`src/rtl/dma_rect_engine.sv`:
```
// 2D rectangle fill/copy DMA between the CPU register bus and the SDRAM word port.
// Define DMA_COLORKEY_EN to enable colour-key skipping of copied words.
module dma_rect_engine #(
  parameter int unsigned ADDR_W = 24,
  parameter int unsigned CNT_W  = 16,
  parameter int unsigned BURST  = 8
) (
  input  logic              clk,
  input  logic              reset_n,
  input  logic              reg_wr,
  input  logic [3:0]        reg_addr,
  input  logic [31:0]       reg_wdata,
  output logic [31:0]       reg_rdata,
  output logic              sdram_rd,
  output logic              sdram_wr,
  output logic [ADDR_W-1:0] sdram_addr,
  output logic [31:0]       sdram_wdata,
  output logic [3:0]        sdram_wstrb,
  input  logic [31:0]       sdram_rdata,
  input  logic              sdram_busy,
  input  logic              sdram_rdata_valid,
  output logic              active,
  output logic              done_pulse
);
  localparam int unsigned IdxW = $clog2(BURST) + 1;
  localparam int unsigned BufW = $clog2(BURST);

  typedef enum logic [2:0] {
    StIdle, StFillIssue, StFillWait, StRdIssue, StRdWait, StWrIssue, StWrWait, StRowAdv
  } state_e;

  state_e            state_q, state_d;
  logic [31:0]       src_addr_q, src_addr_d, dst_addr_q, dst_addr_d;
  logic [CNT_W-1:0]  width_q, width_d, height_q, height_d;
  logic [31:0]       src_stride_q, src_stride_d, dst_stride_q, dst_stride_d;
  logic [31:0]       fill_q, fill_d;
  logic              mode_q, mode_d, abort_q, abort_d;
  logic              done_q, done_d, aborted_q, aborted_d;
  logic              done_pulse_q, done_pulse_d, seen_busy_q, seen_busy_d;
  logic [31:0]       src_row_q, src_row_d, dst_row_q, dst_row_d;
  logic [CNT_W-1:0]  col_q, col_d, row_q, row_d;
  logic [IdxW-1:0]   idx_q, idx_d, chunk_q, chunk_d;
  logic [31:0]       buf_q [BURST];
  logic [31:0]       buf_d [BURST];
`ifdef DMA_COLORKEY_EN
  logic [31:0]       colorkey_q, colorkey_d;
  logic              key_en_q, key_en_d;
`endif

  logic              start, abort_wr, wr_step, abort_exit;
  logic [31:0]       col_off, cmd_addr;
  logic [CNT_W-1:0]  col_inc, col_next;
  logic [BufW-1:0]   bidx;
  logic              unused_cmd_addr;

  function automatic logic [IdxW-1:0] chunk_of(input logic [CNT_W-1:0] rem);
    if (rem >= CNT_W'(BURST)) return IdxW'(BURST);
    return rem[IdxW-1:0];
  endfunction

  assign active          = (state_q != StIdle);
  assign done_pulse      = done_pulse_q;
  assign start           = reg_wr && (reg_addr == 4'd7) && reg_wdata[0] && !active;
  assign abort_wr        = reg_wr && (reg_addr == 4'd7) && reg_wdata[2] && active;
  assign col_off         = 32'(col_q) + 32'(idx_q);
  assign col_inc         = col_q + CNT_W'(1);
  assign col_next        = col_q + CNT_W'(chunk_q);
  assign bidx            = idx_q[BufW-1:0];
  assign sdram_addr      = cmd_addr[ADDR_W+1:2];
  assign unused_cmd_addr = ^{cmd_addr[1:0], cmd_addr[31:ADDR_W+2]};

  always_comb begin
    state_d      = state_q;
    src_addr_d   = src_addr_q;
    dst_addr_d   = dst_addr_q;
    width_d      = width_q;
    height_d     = height_q;
    src_stride_d = src_stride_q;
    dst_stride_d = dst_stride_q;
    fill_d       = fill_q;
    mode_d       = mode_q;
    abort_d      = abort_q | abort_wr;
    done_d       = done_q;
    aborted_d    = aborted_q;
    done_pulse_d = 1'b0;
    seen_busy_d  = seen_busy_q;
    src_row_d    = src_row_q;
    dst_row_d    = dst_row_q;
    col_d        = col_q;
    row_d        = row_q;
    idx_d        = idx_q;
    chunk_d      = chunk_q;
    buf_d        = buf_q;
`ifdef DMA_COLORKEY_EN
    colorkey_d   = colorkey_q;
    key_en_d     = key_en_q;
`endif
    wr_step      = 1'b0;
    abort_exit   = 1'b0;
    sdram_rd     = 1'b0;
    sdram_wr     = 1'b0;
    cmd_addr     = 32'h0;
    sdram_wdata  = 32'h0;
    sdram_wstrb  = 4'h0;

    if (reg_wr && !active) begin
      case (reg_addr)
        4'd0: src_addr_d   = reg_wdata;
        4'd1: dst_addr_d   = reg_wdata;
        4'd2: width_d      = reg_wdata[CNT_W-1:0];
        4'd3: height_d     = reg_wdata[CNT_W-1:0];
        4'd4: src_stride_d = reg_wdata;
        4'd5: dst_stride_d = reg_wdata;
        4'd6: fill_d       = reg_wdata;
`ifdef DMA_COLORKEY_EN
        4'd9: colorkey_d   = reg_wdata;
`endif
        default: ;
      endcase
    end

    case (state_q)
      StIdle: begin
        if (start) begin
          done_d    = 1'b0;
          aborted_d = 1'b0;
          abort_d   = 1'b0;
          mode_d    = reg_wdata[1];
`ifdef DMA_COLORKEY_EN
          key_en_d  = reg_wdata[3];
`endif
          src_row_d = src_addr_q;
          dst_row_d = dst_addr_q;
          col_d     = '0;
          row_d     = '0;
          idx_d     = '0;
          if (width_q == '0 || height_q == '0) begin
            done_d       = 1'b1;
            done_pulse_d = 1'b1;
          end else if (reg_wdata[1]) begin
            state_d = StRdIssue;
            chunk_d = chunk_of(width_q);
          end else begin
            state_d = StFillIssue;
          end
        end
      end
      StFillIssue: begin
        if (abort_q) begin
          abort_exit = 1'b1;
        end else if (!sdram_busy) begin
          sdram_wr    = 1'b1;
          cmd_addr    = dst_row_q + (col_off << 2);
          sdram_wdata = fill_q;
          sdram_wstrb = 4'hF;
          seen_busy_d = 1'b0;
          state_d     = StFillWait;
        end
      end
      StFillWait: begin
        if (sdram_busy) begin
          seen_busy_d = 1'b1;
        end else if (seen_busy_q) begin
          col_d = col_inc;
          if (abort_q)                abort_exit = 1'b1;
          else if (col_inc == width_q) state_d = StRowAdv;
          else                        state_d = StFillIssue;
        end
      end
      StRdIssue: begin
        if (abort_q) begin
          abort_exit = 1'b1;
        end else if (!sdram_busy) begin
          sdram_rd = 1'b1;
          cmd_addr = src_row_q + (col_off << 2);
          state_d  = StRdWait;
        end
      end
      StRdWait: begin
        if (sdram_rdata_valid) begin
          buf_d[bidx] = sdram_rdata;
          if (abort_q) begin
            abort_exit = 1'b1;
          end else if (idx_q + IdxW'(1) == chunk_q) begin
            idx_d   = '0;
            state_d = StWrIssue;
          end else begin
            idx_d   = idx_q + IdxW'(1);
            state_d = StRdIssue;
          end
        end
      end
      StWrIssue: begin
        if (abort_q) begin
          abort_exit = 1'b1;
        end else begin
`ifdef DMA_COLORKEY_EN
          // Keyed words are skipped outright but still consume their column.
          if (key_en_q && (buf_q[bidx] == colorkey_q)) wr_step = 1'b1;
          else
`endif
          if (!sdram_busy) begin
            sdram_wr    = 1'b1;
            cmd_addr    = dst_row_q + (col_off << 2);
            sdram_wdata = buf_q[bidx];
            sdram_wstrb = 4'hF;
            seen_busy_d = 1'b0;
            state_d     = StWrWait;
          end
        end
      end
      StWrWait: begin
        if (sdram_busy)       seen_busy_d = 1'b1;
        else if (seen_busy_q) wr_step     = 1'b1;
      end
      StRowAdv: begin
        if (abort_q) begin
          abort_exit = 1'b1;
        end else begin
          src_row_d = src_row_q + src_stride_q;
          dst_row_d = dst_row_q + dst_stride_q;
          col_d     = '0;
          row_d     = row_q + CNT_W'(1);
          if (row_q + CNT_W'(1) == height_q) begin
            state_d      = StIdle;
            done_d       = 1'b1;
            done_pulse_d = 1'b1;
          end else if (mode_q) begin
            state_d = StRdIssue;
            chunk_d = chunk_of(width_q);
          end else begin
            state_d = StFillIssue;
          end
        end
      end
      default: state_d = StIdle;
    endcase

    if (wr_step) begin
      if (abort_q) begin
        abort_exit = 1'b1;
      end else if (idx_q + IdxW'(1) == chunk_q) begin
        idx_d = '0;
        col_d = col_next;
        if (col_next == width_q) begin
          state_d = StRowAdv;
        end else begin
          state_d = StRdIssue;
          chunk_d = chunk_of(width_q - col_next);
        end
      end else begin
        idx_d   = idx_q + IdxW'(1);
        state_d = StWrIssue;
      end
    end

    if (abort_exit) begin
      state_d   = StIdle;
      aborted_d = 1'b1;
      abort_d   = 1'b0;
    end
  end

  always_comb begin
    reg_rdata = 32'h0;
    case (reg_addr)
      4'd0: reg_rdata = src_addr_q;
      4'd1: reg_rdata = dst_addr_q;
      4'd2: reg_rdata = 32'(width_q);
      4'd3: reg_rdata = 32'(height_q);
      4'd4: reg_rdata = src_stride_q;
      4'd5: reg_rdata = dst_stride_q;
      4'd6: reg_rdata = fill_q;
      4'd8: reg_rdata = {29'h0, aborted_q, done_q, active};
`ifdef DMA_COLORKEY_EN
      4'd9: reg_rdata = colorkey_q;
`endif
      default: reg_rdata = 32'h0;
    endcase
  end

  always_ff @(posedge clk or negedge reset_n) begin
    if (!reset_n) begin
      state_q      <= StIdle;
      src_addr_q   <= '0;
      dst_addr_q   <= '0;
      width_q      <= '0;
      height_q     <= '0;
      src_stride_q <= '0;
      dst_stride_q <= '0;
      fill_q       <= '0;
      mode_q       <= 1'b0;
      abort_q      <= 1'b0;
      done_q       <= 1'b0;
      aborted_q    <= 1'b0;
      done_pulse_q <= 1'b0;
      seen_busy_q  <= 1'b0;
      src_row_q    <= '0;
      dst_row_q    <= '0;
      col_q        <= '0;
      row_q        <= '0;
      idx_q        <= '0;
      chunk_q      <= '0;
      for (int i = 0; i < BURST; i++) buf_q[i] <= '0;
`ifdef DMA_COLORKEY_EN
      colorkey_q   <= '0;
      key_en_q     <= 1'b0;
`endif
    end else begin
      state_q      <= state_d;
      src_addr_q   <= src_addr_d;
      dst_addr_q   <= dst_addr_d;
      width_q      <= width_d;
      height_q     <= height_d;
      src_stride_q <= src_stride_d;
      dst_stride_q <= dst_stride_d;
      fill_q       <= fill_d;
      mode_q       <= mode_d;
      abort_q      <= abort_d;
      done_q       <= done_d;
      aborted_q    <= aborted_d;
      done_pulse_q <= done_pulse_d;
      seen_busy_q  <= seen_busy_d;
      src_row_q    <= src_row_d;
      dst_row_q    <= dst_row_d;
      col_q        <= col_d;
      row_q        <= row_d;
      idx_q        <= idx_d;
      chunk_q      <= chunk_d;
      buf_q        <= buf_d;
`ifdef DMA_COLORKEY_EN
      colorkey_q   <= colorkey_d;
      key_en_q     <= key_en_d;
`endif
    end
  end

endmodule

```
`config.mk`:
```
export PLATFORM = sky130hd
export DESIGN_NAME = dma_rect_engine
export DESIGN_NICKNAME = d
export VERILOG_FILES = /design/src/rtl/dma_rect_engine.sv
export SDC_FILE = /design/constraint.sdc
export NUM_CORES = 1
export LEC_CHECK = 0
export ABC_AREA = 1
export CAP_MARGIN = 20
export CORE_ASPECT_RATIO = 1.75
export CORE_MARGIN = 2
export CORE_UTILIZATION = 60
export CTS_CLUSTER_DIAMETER = 200
export CTS_CLUSTER_SIZE = 10
export DETAILED_ROUTE_END_ITERATION = 10
export PLACE_DENSITY = 0.8
export RECOVER_POWER = 100
export SYNTH_ARGS = -nofsm -noshare
export SYNTH_HDL_FRONTEND = slang
export SYNTH_SLANG_ARGS = --single-unit
```
`constraint.sdc`:
```
create_clock -name clk -period 4.54 [get_ports clk]
set_input_delay 0.454 -clock clk [delete_from_list [all_inputs] [get_ports clk]]
set_output_delay 0.454 -clock clk [all_outputs]
set_load 0.005 [all_outputs]
```
==> qor.csv <==
stage,metric,value,unit
worst_setup_path,CP Capture Point,sdram_wdata[23],
clocking,clk slew on worst S/H paths,60,ps
placement,DP Cell Count,4850,
worst_hold_path,HP Class,flip-flop to flip-flop,
drt,DRT antenna net count,0,
sta,Slew @ Worst Pin,2300,ps
sta,Final Setup Violations,11,
worst_setup_path,Crit path required time,4090,ps
logic_synthesis,synth top area cells,"dfrtp_1 42%, nand2_1 9.6%, o21ai_0 6.7%, mux2_2 5.9%, inv_1 5.8%",
die,core area,53400,sq um
logic_synthesis,Yosys top cell by area,dfrtp_1,
sta,setup TNS,-1180,ps
logic_synthesis,Synth top area share,0.423,
power,P_leak,0.0180,uW
sta,period utilisation layout,1.06,
grt,vias in the first global route,31700,
worst_setup_path,Worst EP arrival,4340,ps
drt,drt pass-1 iters,6,
sta,f_max,0.209,GHz
finish,most frequent cells in the layout,"813 x nand2_1, 549 x dfrtp_1, 500 x inv_1, 413 x o21ai_0, 184 x nor2_1",
status,status,"finished, violations left",
placement,port bufs,168,
worst_setup_path,Crit Path Class,flip-flop to primary output,
clocking,CTS tree,done,
power,pwr dens,602,nW/um^2
logic_synthesis,"Cell Area, Synth",32500,sq um
grt,grt ovf,0,
die,top-level I/O count,169,
sta,max-slew violation count,588,
power,Design Power,23100,uW
die,chip width,180,um
sta,worst setup margin,-252,ps
sta,min Tclk post-route,4790,ps
drt,number of vias per cell,6.39,
sta,"Hold Violations, Final",0,
die,Starting Density,0.608,
sta,hold slack,488,ps
clocking,clk root buf,clkbuf_16,
placement,hpwl dp,87700,um
worst_setup_path,CP max FO,18,
placement,GP Congestion,1.11,
worst_setup_path,flop2flop setup slack,10,ps
logic_synthesis,sequential-to-total area share from yosys stat,0.423,
drt,Remaining DRCs,0,
job,Max Cap Viol,13,
finish,final std cells w/o fill,4955,
drt,Routed WL per cell,24.7,um
finish,area grow syn2layout,18.4,%
grt,first-pass GRT wire length,183000,um
sta,max_slew headroom,-0.532,
die,row cnt,112,
die,die area,56000,sq um
logic_synthesis,synthesized net count,4151,
finish,nets@finish,4444,
logic_synthesis,synthesized area per cell,8.18,sq um
drt,drt total wl,122000,um
drt,DRT iter0 DRCs,3043,
logic_synthesis,Synth cell types,59,
clocking,clk_lat worst skew,640,ps
clocking,Bufs on Longest Clock Path,3,
grt,Total GRT Usage,0.427,
worst_setup_path,FF-to-FF Start,state_q[2],
logic_synthesis,Yosys reg bits,549,
logic_synthesis,number of synthesized flops with an enable pin,0,
worst_setup_path,FF-to-FF End,dst_addr_q[26],
die,Die H,312,um
grt,antenna violations before repair,8,
logic_synthesis,asr flop ratio synth,1.00,
finish,proportion of layout cells with a drive suffix above 1,0.162,
finish,"leading cell type in the layout, fill and taps excluded",nand2_1,
grt,largest net degree at the start of global routing,139,
worst_setup_path,worst reg-to-reg path cell count,7,
clocking,Sink Count,549,
logic_synthesis,Syn Inst Count,3969,
placement,Placed Area,36000,sq um
worst_setup_path,Worst setup SP type,flip-flop,
logic_synthesis,top_reg_cell synth,dfrtp_1,
worst_setup_path,CP Launch Point,idx_q[1],
finish,cell area after layout,38400,sq um
worst_setup_path,critical path endpoint category,primary output,
logic_synthesis,yosys warns,0,
sta,RSZ-0062 raised after global routing,yes,
sta,Final Skew,23.7,ps
status,violated checks,"capacitance limit, slew limit, setup timing",
clocking,CTS buffer count,60,
clocking,htree depth,2,
drt,Vias,31700,
power,Max IR drop VDD,0.000382,V
## repair_timing
action	CTS	global route
gates resized for setup	173	91
hold endpoints to repair	88	0
hold buffers	1	0
pin swaps	51	51
setup buffers	23	19
setup endpoints to repair	17	19
## registers in the layout, indices dropped and copies added, names as in the netlist, 26 cells and up
register and count:
src_stride_q 32, buf_q 256, dst_addr_q 32, dst_stride_q 32, src_addr_q 32, fill_q 32, src_row_q 26, dst_row_q 26
## kinds of logic after synthesis
group | Yosys count | share of synthesized area
muxes | 187 | 0.0649
buffers and inverters | 682 | 0.0807
xor gates and xnor gates | 86 | 0.0241
DFF | 549 | 0.423
adders and majority gates | 109 | 0.0436
and+or+nand+nor | 1375 | 0.185
AOI/OAI and AO/OA | 981 | 0.179
## metrics by stage
| step | setup slack [ps] | util |
|---|---|---|
| global placement | -185 | 0.674 |
| floorplan | 482 | - |
| CTS | -216 | 0.717 |
| global route | -304 | 0.720 |
| detailed placement | -205 | 0.674 |
| finish | -252 | 0.720 |
## per-layer routing
metal  vias to the layer above  wire length (um)  GRT usage
met2                      1897             57500      0.701
met3                       668             11300     0.0841
met5                         -                13          0
met1                     15100             40700      0.471
met4                         2             12800      0.375
li1                      14000                 -          -
## synthesized netlist by cell type, drive strengths merged (22+ instances only)
master / n
ha: 102
a221oi: 54
o221ai: 30
a21oi: 176
mux2: 187
a22oi: 24
o21ai: 448
nor3: 50
o2111ai: 25
nand2: 871
xnor2: 22
o211ai: 37
buf: 47
clkbuf: 110
inv: 518
nand3: 168
dfrtp: 549
nor2: 216
o22ai: 124
xor2: 62
nand4: 44
## worst min-delay path by stage
stage                          start  depth (start not counted)    endpoint
final                     buf_q[189]                          1  buf_q[189]
after global routing      buf_q[173]                          1  buf_q[173]
after CTS                    reset_n                          2   buf_q[26]
after detailed placement  buf_q[189]                          1  buf_q[189]
after global placement    buf_q[141]                          1  buf_q[141]
after floorplan              reset_n                          0     abort_q
## worst max-delay path, stage by stage, from the launching register on
cell and delay, ps:
dfrtp_1 400, buf_6 120, clkbuf_1 170, nand3_1 130
clkbuf_1 1280, o21ai_0 210, a221oi_1 300, o2111ai_1 240
a22oi_1 220, nor2_1 80, clkdlybuf4s50_1 540
## cell type report
class                           instances  area, sq um
Multi-Input combinational cell       2738        17100
Fill cell                            4131        15000
Sequential cell                       549        13700
Timing Repair Buffer                  388         3210
Inverter                              525         1970
Clock buffer                           61         1510
Tap cell                              684          856
Clock inverter                          3         68.8
Antenna cell                            7         17.5
## where the power goes
| part | switching [uW] | internal (uW) | leakage [uW] |
|---|---|---|---|
| sequential | 1490 | 6590 | 0.00666 |
| combinational | 6820 | 3920 | 0.0106 |
| clock | 1990 | 2330 | 0.000768 |
| total | 10300 | 12800 | 0.0180 |
Note: power is estimated with default switching activity, not from simulation.
